File: src/rtl/ultrasound_scheduler.sv
`default_nettype none
// ============================================================================
// Module      : ultrasound_scheduler
// Description : Round-robin trigger/measurement engine shared by NUM_SENSORS
//               HC-SR04-style ultrasound sensors. Each slot issues one trigger
//               pulse, times the echo, latches a detection/timeout result for
//               that sensor and then waits out a holdoff gap before moving on.
// Ports       : clk             - system clock
//               rst_n           - asynchronous active-low reset
//               enable          - run the scan while high
//               echo            - raw (asynchronous) echo pins
//               trigger         - trigger pins, at most one high at a time
//               object_detected - per-sensor latched detection result
//               timeout_flag    - per-sensor latched timeout result
//               meas_valid      - one-cycle strobe, new result for sensor_id
//               sensor_id       - slot of the current or last measurement
//               pulse_width     - echo width (cycles) of the last measurement
// Revision    : 1.0 - initial release
// ============================================================================
module ultrasound_scheduler #(
  parameter int NUM_SENSORS         = 4,
  parameter int TRIG_CYCLES         = 500,
  parameter int ECHO_TIMEOUT_CYCLES = 1500000,
  parameter int HOLDOFF_CYCLES      = 3000000,
  parameter int THRESH_CYCLES       = 58823,
  parameter int CNT_W               = 24
) (
  input  logic                           clk,
  input  logic                           rst_n,
  input  logic                           enable,
  input  logic [NUM_SENSORS-1:0]         echo,
  output logic [NUM_SENSORS-1:0]         trigger,
  output logic [NUM_SENSORS-1:0]         object_detected,
  output logic [NUM_SENSORS-1:0]         timeout_flag,
  output logic                           meas_valid,
  output logic [$clog2(NUM_SENSORS)-1:0] sensor_id,
  output logic [CNT_W-1:0]               pulse_width
);

  localparam int SLOT_W = $clog2(NUM_SENSORS);

  localparam logic [CNT_W-1:0]  TRIG_LAST    = CNT_W'(TRIG_CYCLES - 1);
  localparam logic [CNT_W-1:0]  TIMEOUT_LAST = CNT_W'(ECHO_TIMEOUT_CYCLES - 1);
  localparam logic [CNT_W-1:0]  TIMEOUT_VAL  = CNT_W'(ECHO_TIMEOUT_CYCLES);
  localparam logic [CNT_W-1:0]  HOLD_LAST    = CNT_W'(HOLDOFF_CYCLES - 1);
  localparam logic [CNT_W-1:0]  THRESH       = CNT_W'(THRESH_CYCLES);
  localparam logic [CNT_W-1:0]  CNT_MAX      = {CNT_W{1'b1}};
  localparam logic [SLOT_W-1:0] SLOT_LAST    = SLOT_W'(NUM_SENSORS - 1);

  localparam logic [2:0] ST_IDLE    = 3'd0;
  localparam logic [2:0] ST_TRIG    = 3'd1;
  localparam logic [2:0] ST_WAIT    = 3'd2;
  localparam logic [2:0] ST_MEASURE = 3'd3;
  localparam logic [2:0] ST_HOLDOFF = 3'd4;

  // Reset synchronizer: assertion is immediate, release is aligned to clk.
  logic rst_n_meta_q, rst_n_sync_q;

  always_ff @(posedge clk or negedge rst_n) begin
    if (!rst_n) begin
      rst_n_meta_q <= 1'b0;
      rst_n_sync_q <= 1'b0;
    end else begin
      rst_n_meta_q <= 1'b1;
      rst_n_sync_q <= rst_n_meta_q;
    end
  end

  // Two-flop synchronizer per echo pin.
  logic [NUM_SENSORS-1:0] echo_meta_q, echo_sync_q, echo_prev_q;

  for (genvar i = 0; i < NUM_SENSORS; i++) begin : g_echo_sync
    always_ff @(posedge clk or negedge rst_n_sync_q) begin
      if (!rst_n_sync_q) begin
        echo_meta_q[i] <= 1'b0;
        echo_sync_q[i] <= 1'b0;
        echo_prev_q[i] <= 1'b0;
      end else begin
        echo_meta_q[i] <= echo[i];
        echo_sync_q[i] <= echo_meta_q[i];
        echo_prev_q[i] <= echo_sync_q[i];
      end
    end
  end

  logic [2:0]             state_q, state_d;
  logic [SLOT_W-1:0]      slot_q, slot_d;
  logic [CNT_W-1:0]       cnt_q, cnt_d;
  logic [NUM_SENSORS-1:0] trigger_q, trigger_d;
  logic [NUM_SENSORS-1:0] object_detected_q, object_detected_d;
  logic [NUM_SENSORS-1:0] timeout_flag_q, timeout_flag_d;
  logic                   meas_valid_q, meas_valid_d;
  logic [CNT_W-1:0]       pulse_width_q, pulse_width_d;

  logic              echo_cur, echo_rise, do_timeout, do_result;
  logic [CNT_W-1:0]  cnt_inc;
  logic [SLOT_W-1:0] slot_next;

  always_comb begin
    state_d           = state_q;
    slot_d            = slot_q;
    cnt_d             = cnt_q;
    trigger_d         = trigger_q;
    object_detected_d = object_detected_q;
    timeout_flag_d    = timeout_flag_q;
    meas_valid_d      = 1'b0;
    pulse_width_d     = pulse_width_q;
    do_timeout        = 1'b0;
    do_result         = 1'b0;

    // Only the active slot's echo is looked at; a rising edge needs the
    // previous synchronized sample low, so an echo already high is ignored.
    echo_cur  = echo_sync_q[slot_q];
    echo_rise = echo_cur & ~echo_prev_q[slot_q];
    cnt_inc   = (cnt_q == CNT_MAX) ? cnt_q : cnt_q + 1'b1;
    slot_next = (slot_q == SLOT_LAST) ? '0 : slot_q + 1'b1;

    case (state_q)
      ST_IDLE: begin
        trigger_d = '0;
        if (enable) begin
          state_d           = ST_TRIG;
          cnt_d             = '0;
          trigger_d[slot_q] = 1'b1;
        end
      end
      ST_TRIG: begin
        if (cnt_q >= TRIG_LAST) begin
          trigger_d = '0;
          state_d   = ST_WAIT;
          cnt_d     = '0;
        end else begin
          cnt_d = cnt_inc;
        end
      end
      ST_WAIT: begin
        if (echo_rise) begin
          state_d = ST_MEASURE;
          cnt_d   = {{(CNT_W-1){1'b0}}, 1'b1};
        end else if (cnt_q >= TIMEOUT_LAST) begin
          do_timeout = 1'b1;
        end else begin
          cnt_d = cnt_inc;
        end
      end
      ST_MEASURE: begin
        if (!echo_cur) begin
          do_result = 1'b1;
        end else if (cnt_q >= TIMEOUT_LAST) begin
          do_timeout = 1'b1;
        end else begin
          cnt_d = cnt_inc;
        end
      end
      ST_HOLDOFF: begin
        if (cnt_q >= HOLD_LAST) begin
          slot_d = slot_next;
          cnt_d  = '0;
          // Trigger pulses only ever start here or in IDLE, so dropping
          // enable can never cut one short.
          if (enable) begin
            state_d              = ST_TRIG;
            trigger_d            = '0;
            trigger_d[slot_next] = 1'b1;
          end else begin
            state_d = ST_IDLE;
          end
        end else begin
          cnt_d = cnt_inc;
        end
      end
      default: begin
        state_d   = ST_IDLE;
        trigger_d = '0;
        cnt_d     = '0;
      end
    endcase

    if (do_result) begin
      pulse_width_d             = cnt_q;
      object_detected_d[slot_q] = (cnt_q <= THRESH);
      timeout_flag_d[slot_q]    = 1'b0;
    end
    if (do_timeout) begin
      pulse_width_d             = TIMEOUT_VAL;
      object_detected_d[slot_q] = 1'b0;
      timeout_flag_d[slot_q]    = 1'b1;
    end
    if (do_result || do_timeout) begin
      meas_valid_d = 1'b1;
      state_d      = ST_HOLDOFF;
      cnt_d        = '0;
    end
  end

  always_ff @(posedge clk or negedge rst_n_sync_q) begin
    if (!rst_n_sync_q) begin
      state_q           <= ST_IDLE;
      slot_q            <= '0;
      cnt_q             <= '0;
      trigger_q         <= '0;
      object_detected_q <= '0;
      timeout_flag_q    <= '0;
      meas_valid_q      <= 1'b0;
      pulse_width_q     <= '0;
    end else begin
      state_q           <= state_d;
      slot_q            <= slot_d;
      cnt_q             <= cnt_d;
      trigger_q         <= trigger_d;
      object_detected_q <= object_detected_d;
      timeout_flag_q    <= timeout_flag_d;
      meas_valid_q      <= meas_valid_d;
      pulse_width_q     <= pulse_width_d;
    end
  end

  assign trigger         = trigger_q;
  assign object_detected = object_detected_q;
  assign timeout_flag    = timeout_flag_q;
  assign meas_valid      = meas_valid_q;
  assign sensor_id       = slot_q;
  assign pulse_width     = pulse_width_q;

endmodule
`default_nettype wire

File: config.mk
export PLATFORM = sky130hd
export DESIGN_NAME = ultrasound_scheduler
export DESIGN_NICKNAME = d
export VERILOG_FILES = /design/src/rtl/ultrasound_scheduler.sv
export SDC_FILE = /design/constraint.sdc
export NUM_CORES = 1
export LEC_CHECK = 0
export CAP_MARGIN = 25
export CELL_PAD_IN_SITES_DETAIL_PLACEMENT = 1
export CELL_PAD_IN_SITES_GLOBAL_PLACEMENT = 1
export CORE_MARGIN = 1
export CORE_UTILIZATION = 45
export CTS_BUF_LIST = sky130_fd_sc_hd__clkbuf_8
export DETAILED_ROUTE_END_ITERATION = 10
export GPL_TIMING_DRIVEN = 0
export MAX_ROUTING_LAYER = met4
export PLACE_DENSITY = 0.84
export SETUP_SLACK_MARGIN = 0.05
export SYNTH_ARGS = -nofsm -noshare
export SYNTH_HDL_FRONTEND = slang
export SYNTH_SLANG_ARGS = --single-unit
File: constraint.sdc
create_clock -name clk -period 3.22 [get_ports clk]
set_input_delay 0.322 -clock clk [delete_from_list [all_inputs] [get_ports clk]]
set_output_delay 0.322 -clock clk [all_outputs]
set_load 0.01 [all_outputs]
==> out/qor.yml, run 1 <==
final_antenna_net_count: 0
ff_latch_area_um2: 2010
avgRoutedWirePerCell_um: 20.3
drv_slew: 0
die-area_um2: 9220
status: "finished, final reports clean"
ys_ff_latch: 80
rsz0062_at_grt: "no"
grt_pass1_wl_um: 19400
cts_hold_buf: 0
port_buffers: 45
num_rows: 33
grt_max_degree: 50
hold_violations: 0
synth_warnings: 0
yosysSeqAreaShare: 0.503
yosysUniqueCellTypes: 59
die_w_um: 96.0
post-dp-hpwl_um: 8280
crit_start: "cnt_q[0]"
antenna_cells: 0
route.detailed.drc: 0
fin_area_um2: 4770
grt_antenna_before_repair: 0
ir_drop_uv: 217
fillers: 986
period_minus_slack_ns: 2.92
worst-slew-pin-transition_ns: 1.03
final.setup_skew_ns: 0.0115
end_kind: "flip-flop"
path_cells: "ha_1 -> and3_1 -> nand3_1 -> a2111o_1 -> and2_1 -> o21ai_2 -> buf_2 -> o211ai_1 -> o31ai_1"
cts_buffers: 9
clkTransAtPathRegs_ns: 0.09
synth_top_area_frac: 0.503
worst-path-buf-inv: 1
cts_setup_buffers: 0
root_buffer: "clkbuf_8"
r2r-start: "cnt_q[0]"
placed_area_um2: 4590
syn_inst: 417
io_pins: 46
gp_congestion: 0.869
first_pass_iters: 5
power_mw: 1.75
critPathKind: "reg2reg"
synth_area_leaders: "dfrtp_1, nand2_1, a21oi_1"
routed-via-count: 3600
power.density_nw_per_um2: 367
fmax_mhz: 342
syn_nets: 430
syn2layout_area_growth_pct: 19.9
layout-drive-gt1-share: 0.0981
nNetsFinal: 487
gr-total-overflow: 0
htree_levels: 3
drv_cap: 0
yosysTopAreaCell: "dfrtp_1"
drt_first_iter_violations: 162
grt.total_usage: 0.289
drt-vias-per-instance: 6.16
p_leak_nw: 1.94
slew_headroom: 0.306
cp.arrival_ns: 3.18
cp_slowest_cell: "dfrtp_1"
crit_family: "compound AO/OA/AOI/OAI gates"
clock_sinks: 80
synth_edf_count: 0
max_stage_delay_ns: 0.52
start_util: 0.475
syn-cell-area_um2: 3980
ys_async_sr_fraction: 1.00
grt_pass1_vias: 3720
hold_class: "in2async"
setup_viol: 0
clk_latency_ns: 0.36
die_y_um: 96.0
cp.required_ns: 3.48
synth_ff_type: "dfrtp_1"
clockBufferDepth: 2
worst-path-max-fanout: 10
start_kind: "flip-flop"
hold_slack_ns: 0.112
core_um2: 8380
cts_tree: "built"
fin_crit_sh: 0.908
routed_wl_um: 11800
multi_input_area_um2: 1820
avgSynthCellArea_um2: 9.54
-- area by class of cell --
class / instances / area share
clock buffers: 9 / 0.0260
plain buffers: 27 / 0.0257
flip-flops and latches: 80 / 0.420
clock inverters: 7 / 0.0113
inverters: 9 / 0.00708
repair buffers: 46 / 0.100
multi-input cells: 301 / 0.382
well taps: 105 / 0.0275
-- worst reg2reg max path, delay by kind of cell, from the launching register on --
kind | cells | cell delay [ns]
AOI/OAI and AO/OA | 4 | 1.12
and+or+nand+nor | 3 | 0.57
DFF | 1 | 0.52
buffers and inverters | 1 | 0.34
adders and majority gates | 1 | 0.28
-- cells by family (layout without fill, tap and decap cells) --
group,count (synthesis),in the layout,share of synthesized area
other cells,1,1,0.000942
fa+ha+maj,6,6,0.0189
buf+inv,36,98,0.0393
flops,80,80,0.503
mux,4,4,0.0170
simple gates,183,183,0.226
compound gates,107,107,0.195
-- placed cells by master, fill, tap and decap left out, types with 4 or more instances in the layout --
master / netlist / final
and3_1: 9 / 9
nor2_1: 13 / 12
clkdlybuf4s50_1: 0 / 45
nand4_1: 8 / 8
o21ai_0: 6 / 6
clkbuf_1: 17 / 17
clkbuf_8: 0 / 9
o31ai_1: 19 / 19
nor4_1: 4 / 4
o211ai_1: 15 / 15
inv_1: 8 / 8
nand3_1: 28 / 28
a22o_1: 9 / 9
nor3_1: 9 / 9
buf_2: 6 / 6
or3_1: 4 / 4
ha_1: 6 / 6
and2_1: 8 / 8
nor2b_1: 6 / 6
dfrtp_1: 80 / 79
a21oi_1: 30 / 30
nand2_1: 81 / 81
-- routing by layer --
metal | global-route usage | up-vias | share of wire
li1 | - | 1631 | -
met1 | 0.365 | 1833 | 0.44
met2 | 0.475 | 111 | 0.50
met3 | 0.0371 | 25 | 0.039
met4 | 0.108 | 0 | 0.021
met5 | - | - | 0
-- cells in the mapped netlist, types with 3 or more instances --
library cell  number
o211ai_1          15
clkbuf_1          17
nor2b_1            6
nand2_1           81
buf_2              6
or2_2              3
nand3_1           28
nor4_1             4
dfrtp_1           80
nor3_1             9
inv_1              8
nand4_1            8
o21ai_0            6
o31ai_1           19
and3_1             9
or3_1              4
ha_1               6
a21oi_1           30
a22o_1             9
and2_1             8
nor2_1            13
-- per-stage QoR --
stage | setup WS (ns) | cells | setup TNS, ns | utilization
finish | 0.295 | 584 | 0 | 0.569
global route | 0.108 | 584 | 0 | 0.569
CTS | 0.319 | 584 | 0 | 0.569
detailed placement | 0.339 | 568 | 0 | 0.548
global placement | -0.0157 | 567 | -0.866 | 0.544
floorplan | 0.827 | 417 | 0 | -
-- worst paths after layout --
path	endpoint	slack (ns)	cells past startpoint
setup / recovery	cnt_q[5]	0.30	9
hold / removal	rst_n_meta_q	0.11	1
setup reg to reg	cnt_q[5]	0.30	9
hold reg to reg	timeout_flag[0]	0.27	0
max in group asynchronous	cnt_q[17]	2.36	1
min in group clk	echo_sync_q[1]	0.36	0
-- sequential cells by signal, indices dropped and copies added (netlist names), 2 cells and up, named ones only --
signal / count
cnt_q: 24
echo_meta_q: 4
echo_prev_q: 4
echo_sync_q: 4
object_detected: 3
pulse_width: 24
sensor_id: 2
state_q: 3
timeout_flag: 3
trigger: 4
-- report_power, final --
group          internal (mW)  leakage [nW]  switching (mW)  total [mW]
clock network          0.287        0.0827           0.412       0.699
registers               1.01         0.949          0.0112        1.02
logic                 0.0134         0.912          0.0170      0.0304
-- timing repair --
action	4_1_cts	5_1_grt
resized for setup	0	1
endpoints found under the hold margin	0	0
endpoints found under the setup margin	0	1
Power figures use the tool's default switching activity.
==> run 2: changes to the inputs <==
--- a/config.mk
+++ b/config.mk
@@ -16,6 +16,7 @@
 export MAX_ROUTING_LAYER = met4
 export PLACE_DENSITY = 0.84
 export SETUP_SLACK_MARGIN = 0.05
+export SLEW_MARGIN = 20
 export SYNTH_ARGS = -nofsm -noshare
 export SYNTH_HDL_FRONTEND = slang
 export SYNTH_SLANG_ARGS = --single-unit
==> results of run 2 <==
Final layout, timing and power as in run 1 (identical DEF).
==> run 3: changes to the inputs <==
--- a/config.mk
+++ b/config.mk
@@ -9,12 +9,14 @@
 export CELL_PAD_IN_SITES_DETAIL_PLACEMENT = 1
 export CELL_PAD_IN_SITES_GLOBAL_PLACEMENT = 1
 export CORE_MARGIN = 1
-export CORE_UTILIZATION = 45
+export CORE_UTILIZATION = 50
 export CTS_BUF_LIST = sky130_fd_sc_hd__clkbuf_8
+export CTS_CLUSTER_SIZE = 16
 export DETAILED_ROUTE_END_ITERATION = 10
+export DONT_BUFFER_PORTS = 1
 export GPL_TIMING_DRIVEN = 0
 export MAX_ROUTING_LAYER = met4
-export PLACE_DENSITY = 0.84
+export PLACE_DENSITY = 0.83
 export SETUP_SLACK_MARGIN = 0.05
 export SLEW_MARGIN = 20
 export SYNTH_ARGS = -nofsm -noshare
==> run 3 against run 2 <==
Net effect:
- total power is 3.8% higher
- cell area fell by 8.0%
- flip-flop and latch count unchanged
==> out/qor.yml, run 3 (synthesis gave the netlist of run 1 again) <==
fillers: 875  # -11%
hold_violations: 0  # unchanged
worst_slack_ns: 0.353  # +0.0581 ns
num_rows: 32  # -3.0%
pre_cts_ws_ns: 0.426  # +0.0866 ns
setup_viol: 0  # unchanged
worst-path-buf-inv: 2  # +1
clkTransAtPathRegs_ns: 0.09  # about the same
clk_latency_ns: 0.36  # about the same
fin_crit_sh: 0.890  # -0.0180
finalSetupTns_ns: 0  # unchanged
p_seq_frac: 0.563  # -0.021
reg2reg_slack_ns: 0.35  # +0.06 ns
cp.required_ns: 3.48  # about the same
power_mw: 1.82  # +3.8%
grt_pass1_wl_um: 18900  # -2.7%
r2r_cells: 9  # unchanged
drt-met1-wl_um: 4990  # -4.8%
hold_class: "in2async"
cts_buffers: 9  # unchanged
post-dp-hpwl_um: 7740  # -6.5%
final_antenna_net_count: 0  # unchanged
drv_cap: 0  # unchanged
nNetsFinal: 448  # -8.0%
grt_pass1_vias: 3685  # -0.94%
rsz0062_at_grt: "no"
power.density_nw_per_um2: 415  # +13%
layoutNonFillerInstCount: 542  # -7.2%
gr-total-overflow: 0  # unchanged
drt_first_iter_violations: 164  # +1.2%
antenna_cells: 0  # unchanged
drv_slew: 0  # unchanged
crit_top_cell: "nand2_2"
fmax_mhz: 349  # +2.0%
clock_power_share: 0.424  # +0.025
end_kind: "flip-flop"
grt_antenna_before_repair: 0  # unchanged
dr_wl_met3_um: 339  # -27%
combPwrFrac: 0.013  # -0.004
max_stage_delay_ns: 0.49  # -0.03 ns
worst-path-max-fanout: 10  # unchanged
final_util: 0.568  # -0.00132
crit_family: "simple AND/OR/NAND/NOR gates"
r2r-end: "cnt_q[2]"
drt-vias-per-instance: 6.19  # +0.48%
status: "finished, final reports clean"
wl_met2_um: 5630  # -4.3%
swShare: 0.228  # -0.0234
layout_commonest_cell: "nand2_1"
cts_tree: "built"
die_w_um: 91.2  # -5.0%
clockBufferDepth: 2  # unchanged
routed-via-count: 3357  # -6.8%
start_util: 0.515  # +0.0402
period_minus_slack_ns: 2.87  # -0.0581 ns
final_cell_mix: "nand2_1, dfrtp_1, a21oi_1"
power_switching_uw: 415  # -5.9%
htree_levels: 3  # unchanged
cp_slowest_cell: "nor3_1"
routed.top_layer: "met4"
layout-drive-gt1-share: 0.107  # +0.00870
clock_sinks: 80  # unchanged
start_kind: "flip-flop"
path_cells: "clkbuf_1 -> nor4_1 -> nand3_1 -> nor3_1 -> a31oi_4 -> nand2_2 -> nand2_2 -> buf_2 -> o31ai_1"
avgRoutedWirePerCell_um: 20.6  # +1.7%
root_buffer: "clkbuf_8"
worst-slew-pin-transition_ns: 0.680  # -0.353 ns
routed_wl_um: 11200  # -5.6%
io_pins: 46  # unchanged
route.detailed.drc: 0  # unchanged
port_buffers: 0  # -100%
ir_drop_uv: 343  # +58%
first_pass_iters: 4  # -1
r2r-start: "cnt_q[13]"
die_y_um: 91.2  # -5.0%
grt_max_degree: 41  # -18%
power.internal_mw: 1.41  # +7.1%
cp.arrival_ns: 3.13  # -0.05 ns
slew_headroom: 0.543  # +0.237
core_um2: 7730  # -7.8%
grt.total_usage: 0.303  # +0.0142
critPathKind: "reg2reg"
p_leak_nw: 1.81  # -6.7%
final.setup_skew_ns: 0.0179  # +0.00639 ns
syn2layout_area_growth_pct: 10.3
dp.cells: 520  # -8.5%
die-area_um2: 8320  # -9.8%
gp_congestion: 0.921  # +6.0%
-- run 3: changes by cell type in the layout (fill, tap and decap cells not counted), sizes merged --
cell           change
bufinv             +1
clkinvlp           -3
clkinv             +3
clkbuf             +2
dlygate4sd3        +5
inv                -2
clkdlybuf4s50     -45
-- run 3: worst max path at each step --
| stage | from | to | slack [ns] | depth (start not counted) |
|---|---|---|---|---|
| finish | cnt_q[13] | cnt_q[2] | 0.35 | 9 |
| global route | cnt_q[13] | cnt_q[8] | 0.17 | 9 |
| CTS | cnt_q[13] | cnt_q[2] | 0.37 | 9 |
| detailed placement | cnt_q[0] | cnt_q[17] | 0.43 | 9 |
| global placement | rst_n_sync_q | pulse_width[17] | 0.06 | 0 |
| floorplan | rst_n_sync_q | async pin | 0.83 | 0 |
-- run 3: final cells by class --
cell class / instances / area (um^2) / share of cell area
Timing Repair Buffer: 7 / 75.1 / 0.0171
Inverter: 9 / 33.8 / 0.00769
Clock inverter: 6 / 66.3 / 0.0151
Buffer: 27 / 123 / 0.0279
Multi-Input combinational cell: 301 / 1820 / 0.415
Tap cell: 102 / 128 / 0.0291
Clock buffer: 10 / 138 / 0.0313
Sequential cell: 80 / 2010 / 0.457
-- run 3: metal layers --
| layer | vias up | global-route usage |
|---|---|---|
| li1 | 1556 | - |
| met1 | 1717 | 0.377 |
| met3 | 16 | 0.0410 |
| met5 | - | - |
| met2 | 68 | 0.506 |
| met4 | 0 | 0.115 |
-- run 3: what timing repair did --
action	in CTS	in global routing
hold buffers	5	0
hold endpoints to repair	6	0
resized for setup	0	0
buffers inserted	0	0
endpoints found under the setup margin	0	0
-- run 3: power by group through the flow --
stage          Combinational, mW  Clock [mW]  Sequential [mW]
3_5_place_dp              0.0187           0             1.05
3_3_place_gp             0.00602           0             1.05
2_1_floorplan            0.00525           0             1.05
6_report                  0.0230       0.771             1.03
4_1_cts                   0.0239       0.784             1.03
5_1_grt                   0.0261       0.821             1.03
-- run 3: metrics by stage --
stage	hold WS, ns	instance area, um^2
floorplan	0.0264	3980
global placement	0.0264	4110
detailed placement	0.0265	4130
CTS	0.185	4390
global route	0.193	4390
finish	0.196	4390
==> RTL edit (flow settings as in run 1) <==
`NUM_SENSORS`: 4 -> 8.
--- a/src/rtl/ultrasound_scheduler.sv
+++ b/src/rtl/ultrasound_scheduler.sv
@@ -19,5 +19,5 @@
 // ============================================================================
 module ultrasound_scheduler #(
-  parameter int NUM_SENSORS         = 4,
+  parameter int NUM_SENSORS         = 8,
   parameter int TRIG_CYCLES         = 500,
   parameter int ECHO_TIMEOUT_CYCLES = 1500000,
Interface: changed (5 resized); port bits go from 46 to 63. The function was not compared with the original's and may differ.
==> RTL edit against run 1 <==
  * Final cell count increased by 25%
  * Count of clock-buffer cells in the layout unchanged
  * Global-route usage decreased by 0.29 points
  * Setup slack got worse by 0.13 ns
  * Sequential cell count increased by 25
  * Sequential power increased by 32%
  * Cell area increased by 29%
  * Power increased by 27%
  * Highest routed layer unchanged
  * Largest cell class unchanged
  * Non-clock buffer count increased by 30
  * Sequential share of layout area increased by 0.74 points
  * Routed wire length increased by 24%
  * Synthesized area increased by 27%
==> RTL edit: results (changes against run 1) <==
{| class="wikitable"
! Metric !! Value
|-
| Iteration-0 DRC Markers || 283 (+75%)
|-
| Worst ir drop on vdd || 0.266 mV (+23%)
|-
| Clock latency on the worst-skew pair || 0.40 ns (+0.04 ns)
|-
| Count of cell types in the netlist || 68 (+15%)
|-
| Number of global-route vias before repair || 4458 (+20%)
|-
| DP HPWL || 10700 µm (+29%)
|-
| Arrival @ worst endpoint || 3.37 ns (+0.19 ns)
|-
| Final weighted congestion of routability-driven global placement || 0.931 (+7.2%)
|-
| DP Area || 5870 µm² (+28%)
|-
| Hold crit path type || input port to asynchronous set/reset pin
|-
| Post-DR vias/cell || 6.05 (-1.8%)
|-
| Part of the Yosys area used for sequential elements || 52.2% (+1.9 points)
|-
| Outcome || complete, no violations
|-
| Cell leakage power || 2.59 nW (+33%)
|-
| Ranking of synthesized cells by area || sky130_fd_sc_hd__dfrtp_1 52%, sky130_fd_sc_hd__nand2_1 6.1%, sky130_fd_sc_hd__o21ai_0 5.6%
|-
| First-pass DRT Iterations || 5 (unchanged)
|-
| Post-DR wirelength/cell || 20.2 µm (-0.16%)
|-
| Total number of nets in the final design || 597 (+23%)
|-
| Total GRT Usage || 28.6% (-0.29 points)
|-
| Number of antenna violations at the first check in global routing || 0 (unchanged)
|-
| Final Skew || 0.0142 ns (+0.00265 ns)
|-
| Proportion of layout cells with a drive suffix above 1 || 12.2% (+2.4 points)
|-
| Share of async-settable or async-resettable flops after synthesis || 100% (unchanged)
|-
| Maximum number of pins on one net before global-route repair || 67 (+34%)
|-
| Setup slack, reg-to-reg || 0.17 ns (-0.13 ns)
|-
| Pre-CTS setup slack || 0.103 ns (-0.237 ns)
|-
| Critical Path Fanout Max || 7 (-3)
|-
| Post-synthesis net count || 514 (+20%)
|-
| Clock buffer depth || 2 (unchanged)
|-
| Share of total power in the clock network || 37.2% (-2.7 points)
|-
| Leading post-synthesis cells by instance count || 105 x sky130_fd_sc_hd__dfrtp_1, 82 x sky130_fd_sc_hd__nand2_1, 56 x sky130_fd_sc_hd__o21ai_0
|-
| Wire length of the first global-routing pass || 24300 µm (+25%)
|-
| Combinational group power || 42.7 µW (+40%)
|-
| Internal portion of total power || 1.66 mW (+27%)
|-
| Number of I/O port buffers || 62 (+38%)
|-
| Max-slew headroom || 31.4% (+0.83 points)
|-
| Min Tclk post-route || 3.05 ns (+0.127 ns)
|}
==> RTL edit: changes by cell type after synthesis, sizes merged, moves of 10 or more <==
cell	run 1	this run
nand3	28	18
dfrtp	80	105
nor2	13	26
o31ai	19	3
a311oi	1	12
o21ai	8	60
o211ai	16	5
==> RTL edit: path summary, 6_finish.rpt <==
kind                              start              end  cells after the start
hold reg to reg            rst_n_sync_q   echo_meta_q[0]                      0
setup / recovery               cnt_q[0]        cnt_q[19]                      8
max in group asynchronous  rst_n_sync_q  pulse_width[19]                      1
setup reg to reg               cnt_q[0]        cnt_q[19]                      8
hold / removal                    rst_n     rst_n_sync_q                      1
min in group clk                echo[0]   echo_meta_q[0]                      1
==> RTL edit: cell families (layout without fill, tap and decap cells) <==
| family | Yosys count | in the layout | share of synthesized area, % |
|---|---|---|---|
| flip-flops | 105 | 105 | 52.2 |
| AND/OR/NAND/NOR | 187 | 187 | 18.4 |
| buffers and inverters | 36 | 124 | 3.43 |
| other | 1 | 1 | 0.0744 |
| AO/OA/AOI/OAI | 157 | 157 | 22.9 |
| multiplexers | 11 | 11 | 2.36 |
| adder cells (fa/ha/maj) | 3 | 3 | 0.745 |
==> RTL edit: cell type report <==
cell class / count / area [µm²]
plain buffers: 31 / 156
clock buffers: 9 / 124
clock inverters: 7 / 78.8
fillers: 1236 / 4730
inverters: 5 / 18.8
multi-input cells: 359 / 2250
flip-flops and latches: 105 / 2630
well taps: 140 / 175
repair buffers: 72 / 726
==> RTL edit: layer usage <==
metal | vias up | track usage (%) | share of wire (%)
li1 | 2002 | - | -
met1 | 2256 | 40.7 | 46
met2 | 128 | 42.3 | 47
met3 | 21 | 4.90 | 4.8
met4 | 0 | 7.73 | 2.1
met5 | - | - | 0
==> RTL edit: worst max-delay path, cell delays in order, from the launching register on <==
cell and delay (ns):
sky130_fd_sc_hd__dfrtp_1 0.49, sky130_fd_sc_hd__ha_1 0.27, sky130_fd_sc_hd__and3_1 0.33, sky130_fd_sc_hd__a31oi_1 0.21, sky130_fd_sc_hd__o41ai_4 0.43, sky130_fd_sc_hd__nor2_1 0.21, sky130_fd_sc_hd__o21ai_0 0.68, sky130_fd_sc_hd__o311ai_1 0.21
sky130_fd_sc_hd__a21oi_1 0.16
==> RTL edit: what timing repair did <==
action	CTS	global route
endpoints found under the setup margin	0	31
resized for setup	0	7
buffers inserted	0	8
==> RTL edit: per-stage QoR <==
step	hold slack (ns)	power, mW	std cells	utilization (%)
after CTS	0.0693	2.24	720	55.8
after floorplan	0.0264	1.39	500	-
after global placement	0.332	1.41	702	53.6
final	0.0757	2.22	728	56.6
after global routing	0.0664	2.29	728	56.6
after detailed placement	0.330	1.42	704	53.9
